<file path="config.mk">
export PLATFORM = sky130hd
export DESIGN_NAME = jk_bank_sequencer
export DESIGN_NICKNAME = d
export VERILOG_FILES = /design/src/rtl/jkseq_pkg.sv /design/src/rtl/jk_cell.sv /design/src/rtl/jk_bank_sequencer.sv
export SDC_FILE = /design/constraint.sdc
export NUM_CORES = 1
export LEC_CHECK = 0
export CORE_ASPECT_RATIO = 0.6
export CORE_MARGIN = 2
export CORE_UTILIZATION = 35
export DETAILED_ROUTE_END_ITERATION = 8
export PLACE_DENSITY = 0.65
export SYNTH_ARGS = -nofsm -noshare
export SYNTH_HDL_FRONTEND = slang
export SYNTH_HIERARCHICAL = 1
export SYNTH_SLANG_ARGS = --single-unit
</file>
<file path="constraint.sdc">
create_clock -name clk -period 1.8 [get_ports clk]
set_input_delay 0.45 -clock clk [delete_from_list [all_inputs] [get_ports clk]]
set_output_delay 0.45 -clock clk [all_outputs]
set_load 0.02 [all_outputs]
</file>
<file path="src/rtl/jkseq_pkg.sv">
// Shared constants for the JK bank sequencer: opcodes, FSM encodings and default sizes.
// Optional down-count support is selected with JKSEQ_DOWN_EN.
package jkseq_pkg;

   localparam int DEF_WIDTH = 8;
   localparam int DEF_LEN_W = 4;

   localparam logic [2:0] OP_NOP   = 3'b000;
   localparam logic [2:0] OP_CLEAR = 3'b001;
   localparam logic [2:0] OP_SET   = 3'b010;
   localparam logic [2:0] OP_LOAD  = 3'b011;
   localparam logic [2:0] OP_TGL   = 3'b100;
   localparam logic [2:0] OP_UP    = 3'b101;
   localparam logic [2:0] OP_DOWN  = 3'b110;
   localparam logic [2:0] OP_SHL   = 3'b111;

   localparam logic [1:0] ST_IDLE = 2'd0;
   localparam logic [1:0] ST_EXEC = 2'd1;
   localparam logic [1:0] ST_DONE = 2'd2;

   // Opcodes that run for len+1 steps; everything else is a single step.
   function automatic logic is_multi(input logic [2:0] op);
`ifdef JKSEQ_DOWN_EN
      return (op == OP_UP) || (op == OP_DOWN) || (op == OP_SHL);
`else
      return (op == OP_UP) || (op == OP_SHL);
`endif
   endfunction

endpackage

</file>
<file path="src/rtl/jk_cell.sv">
// Single JK storage bit: hold / reset / set / toggle, synchronous active-low reset.
module jk_cell (
   input  logic clk,
   input  logic rst_n,
   input  logic j,
   input  logic k,
   output logic q
);

   always_ff @(posedge clk) begin
      if (!rst_n) begin
         q <= 1'b0;
      end else begin
         case ({j, k})
            2'b01:   q <= 1'b0;
            2'b10:   q <= 1'b1;
            2'b11:   q <= ~q;
            default: q <= q;
         endcase
      end
   end

endmodule

</file>
<file path="src/rtl/jk_bank_sequencer.sv">
// Command-driven J/K sequencer over a WIDTH-bit bank of jk_cell instances.
// Down-counting (opcode 110) exists only when JKSEQ_DOWN_EN is defined.
//
// state   | meaning
// IDLE    | ready for a command; cells hold
// EXEC    | one J/K step per cycle, step counter counts down to 0
// DONE    | one-cycle completion pulse, then back to IDLE
module jk_bank_sequencer
   import jkseq_pkg::*;
#(
   parameter int WIDTH = DEF_WIDTH,
   parameter int LEN_W = DEF_LEN_W
) (
   input  logic             clk,
   input  logic             rst_n,
   input  logic             cmd_valid,
   output logic             cmd_ready,
   input  logic [2:0]       cmd_op,
   input  logic [WIDTH-1:0] cmd_data,
   input  logic [LEN_W-1:0] cmd_len,
   output logic [WIDTH-1:0] q,
   output logic             busy,
   output logic             done,
   output logic             wrap
);

   logic [1:0]       state;
   logic [2:0]       op_r;
   logic [WIDTH-1:0] data_r;
   logic [LEN_W-1:0] cnt;
   logic [WIDTH-1:0] j;
   logic [WIDTH-1:0] k;
   logic [WIDTH-1:0] up_t;
   logic [WIDTH-1:0] shl_src;
   logic             wrap_nxt;
`ifdef JKSEQ_DOWN_EN
   logic [WIDTH-1:0] dn_t;
`endif

   assign cmd_ready = (state == ST_IDLE);
   assign busy      = (state == ST_EXEC) || (state == ST_DONE);
   assign done      = (state == ST_DONE);
   assign shl_src   = {q[WIDTH-2:0], data_r[0]};

   // Toggle enables: bit i flips when every lower bit is 1 (up) or 0 (down).
   always_comb begin
      logic acc_up;
      acc_up = 1'b1;
      up_t   = '0;
      for (int i = 0; i < WIDTH; i++) begin
         up_t[i] = acc_up;
         acc_up  = acc_up & q[i];
      end
   end

`ifdef JKSEQ_DOWN_EN
   always_comb begin
      logic acc_dn;
      acc_dn = 1'b1;
      dn_t   = '0;
      for (int i = 0; i < WIDTH; i++) begin
         dn_t[i] = acc_dn;
         acc_dn  = acc_dn & ~q[i];
      end
   end
`endif

   always_comb begin
      j = '0;
      k = '0;
      if (state == ST_EXEC) begin
         case (op_r)
            OP_CLEAR: k = '1;
            OP_SET:   j = '1;
            OP_LOAD: begin
               j = data_r;
               k = ~data_r;
            end
            OP_TGL: begin
               j = data_r;
               k = data_r;
            end
            OP_UP: begin
               j = up_t;
               k = up_t;
            end
`ifdef JKSEQ_DOWN_EN
            OP_DOWN: begin
               j = dn_t;
               k = dn_t;
            end
`endif
            OP_SHL: begin
               j = shl_src;
               k = ~shl_src;
            end
            default: begin
               j = '0;
               k = '0;
            end
         endcase
      end
   end

   always_comb begin
      wrap_nxt = 1'b0;
      if (state == ST_EXEC) begin
         if ((op_r == OP_UP) && (&q)) wrap_nxt = 1'b1;
`ifdef JKSEQ_DOWN_EN
         if ((op_r == OP_DOWN) && !(|q)) wrap_nxt = 1'b1;
`endif
      end
   end

   always_ff @(posedge clk) begin
      if (!rst_n) begin
         state  <= ST_IDLE;
         op_r   <= OP_NOP;
         data_r <= '0;
         cnt    <= '0;
         wrap   <= 1'b0;
      end else begin
         wrap <= wrap_nxt;
         case (state)
            ST_IDLE: begin
               if (cmd_valid) begin
                  state  <= ST_EXEC;
                  op_r   <= cmd_op;
                  data_r <= cmd_data;
                  cnt    <= is_multi(cmd_op) ? cmd_len : '0;
               end
            end
            ST_EXEC: begin
               if (cnt == '0) state <= ST_DONE;
               else           cnt   <= cnt - 1'b1;
            end
            default: state <= ST_IDLE;
         endcase
      end
   end

   for (genvar gi = 0; gi < WIDTH; gi++) begin : g_cell
      jk_cell u_cell (
         .clk   (clk),
         .rst_n (rst_n),
         .j     (j[gi]),
         .k     (k[gi]),
         .q     (q[gi])
      );
   end

endmodule
</file>
==> out/qor.txt <==
Vias in the first global route - 1,525
Final Non-Filler Cells - 336
First-pass GRT wire length - 7824 um
Port bufs - 29
Die height - 58.82 um
LEAKAGE - 0.7780 nW
Die Wd - 95.37 um
Die area - 5609 um2
R2R Setup Slk - 0.08 ns
Total wire length - 4614 um
Mapped Area - 1753 um2
Starting Density - 37.43%
Fmax - 0.5746 GHz
Clk Latency, worst-skew pair - 0.29 ns
Maximum VDD drop - 0.4523 mV
Fillers - 465
CP top delay family - buffers and inverters
Crit path kind - flip-flop to primary output
Synth cell types - 43
Total Power - 1.864 mW
Via count - 1,784
Post-synth top cells - nand2_1, dfxtp_1, a21oi_1
# clock sinks - 26
Clock-pin slew on the worst setup and hold paths - 0.10 ns
Post-synth top area share - 29.69%
ANT nets after route - 0
Critical-path cell list - clkdlybuf4s50_1
Max-slew violations - 0
Max-slew headroom - 67.11%
Largest net degree at the start of global routing - 16
Reg-to-Reg End - g_cell[2].u_cell/q
Hold/Removal Path Class - flip-flop to flip-flop
Critical Path End - q[0]
Syn-to-layout area delta - 30.62%
Clock Tree Root - clkbuf_8
Final setup viols - 0
CP Launch Type - flip-flop
Element type at the critical path end - primary output
Synth async-reset ratio - 0%
Crit path launch - g_cell[0].u_cell/q
Hold violation count in the final report - 0
Tmin final - 1.740 ns
WL/cell - 13.73 um
# IOs - 30
Power per cell area - 813.9 nW/um2
DRC - 0
Status - finished, final reports clean
FP Rows - 19
Layout Nets - 296
Crit-path max FO - 3
Critical path's slowest cell - clkdlybuf4s50_1
R2R depth - 6
EDFF count, synth - 0
Share of layout cells above drive strength 1 - 16.85%
Clock Skew - 0.007903 ns
Antenna violations before repair - 0
DRT Pass-1 Iters - 6
Synth Register Bits - 26
Setup WS pre-CTS - 0.05221 ns
RSZ-0062 raised after global routing - false
Max clock buf depth - 2
Worst EP required - 1.35 ns
CORE AREA - 4683 um2
Ant. Diodes - 0
Total GRT Usage - 17.88%
Count leader, synth - nand2_1
Post-synth net total - 252
Critical path depth - 1
Hpwl dp - 3446 um
DR iter-0 viols - 167
Placed Cells - 332
Worst slew pin tran - 0.4901 ns
Seq/Total Area, Yosys - 29.69%
DR vias/cell - 5.310
CTS tree - done
Synth Instances - 230
Synth area leader - dfxtp_1
GRT Residual Overflow - 0
Share of the clock period used by the worst path - 96.68%
Worst setup margin - 0.05971 ns
Max_cap viols - 0
CP arrival - 1.29 ns
Hold_ws - 0.4895 ns
Placement Cell Area - 2230 um2
Yosys warning count - 6
Final core occ - 48.89%
CP max stage delay - 0.62 ns
Predominant post-synthesis flop cell - dfxtp_1
Leading post-synthesis cells by cell area - dfxtp_1, nand2_1, a21oi_1
Htree depth - 1
Setup tns final - 0 ns
Worst R2R Start - op_r[2]
Setup Buffers After CTS - 0
Worst path bufs/invs - 1
Total CTS buffers - 3
Fin area - 2290 um2
Routability congestion estimate - 0.9072
Avg Cell Area, Syn - 7.621 um2
[worst reg2reg max path, stage by stage, from the launching register on]
cell,delay [ns]
dfxtp_1,0.50
nor2b_2,0.29
a21o_1,0.27
nand2_1,0.08
a31oi_1,0.32
nand2b_4,0.07
a21boi_2,0.13
[cell families (layout without fill, tap and decap cells)]
| family | after synthesis | count (layout) | synth area share, % |
|---|---|---|---|
| fa+ha+maj | 4 | 4 | 2.855 |
| buf+inv | 19 | 62 | 4.852 |
| flops | 26 | 26 | 29.69 |
| compound gates | 80 | 80 | 30.69 |
| simple gates | 101 | 101 | 31.91 |
[what timing repair did]
item | 4_1_cts | 5_1_grt
endpoints found under the setup margin | 6 | 1
pin swaps | 0 | 0
resized for setup | 6 | 2
gates cloned | 0 | 0
hold buffers | 0 | 0
[placed cells by master, fill, tap and decap left out, drive strengths merged, types with 2 or more instances in the layout]
cell type,synthesis,layout
nand2b,20,20
dlygate4sd2,0,5
nor2b,4,4
o21ai,13,13
clkbuf,1,4
o21a,2,2
a211oi,3,3
a21oi,25,25
and3,2,2
a41oi,5,5
nor2,14,14
nor3,2,2
clkdlybuf4s50,0,23
a22oi,2,2
a32oi,2,2
a31oi,6,6
a21boi,8,8
dfxtp,26,26
nand2,43,43
inv,10,10
and2,3,3
nand3,9,9
ha,4,4
buf,8,19
o22ai,7,7
[registers in the layout, indices dropped and copies added (netlist names)]
register	count
g_cell.u_cell/q	8
data_r	8
cnt	4
state	2
wrap	1
op_r	3
[how the worst min path moves through the flow]
stage	from	endpoint	slack, ns	depth (start not counted)
after global routing	data_r[7]	data_r[7]	0.52	2
after floorplan	data_r[4]	data_r[4]	0.46	2
after global placement	g_cell[7].u_cell/q	wrap	0.48	2
final	g_cell[7].u_cell/q	wrap	0.49	2
after detailed placement	g_cell[7].u_cell/q	wrap	0.48	2
after CTS	g_cell[7].u_cell/q	wrap	0.50	2
[power breakdown]
group | switching (mW) | leakage [nW] | internal [mW]
logic | 0.354 | 0.530 | 0.293
registers | 0.0736 | 0.212 | 0.634
clock network | 0.211 | 0.0357 | 0.298
total | 0.639 | 0.778 | 1.23
[area by class of cell]
type	count	area, um2	area share, %
multi-input cells	185	1147	50.11
inverters	10	37.54	1.639
clock buffers	3	41.29	1.803
clock inverters	1	30.03	1.311
well taps	63	78.83	3.443
flip-flops and latches	26	520.5	22.73
repair buffers	48	434.2	18.96
[layer usage]
metal	vias up	wire length, um	track usage, %
li1	909	-	-
met5	-	0	0
met3	5	340	3.073
met4	0	42	3.313
met1	786	2443	29.87
met2	84	1788	23.24
Note: power is estimated with default switching activity, not from simulation.
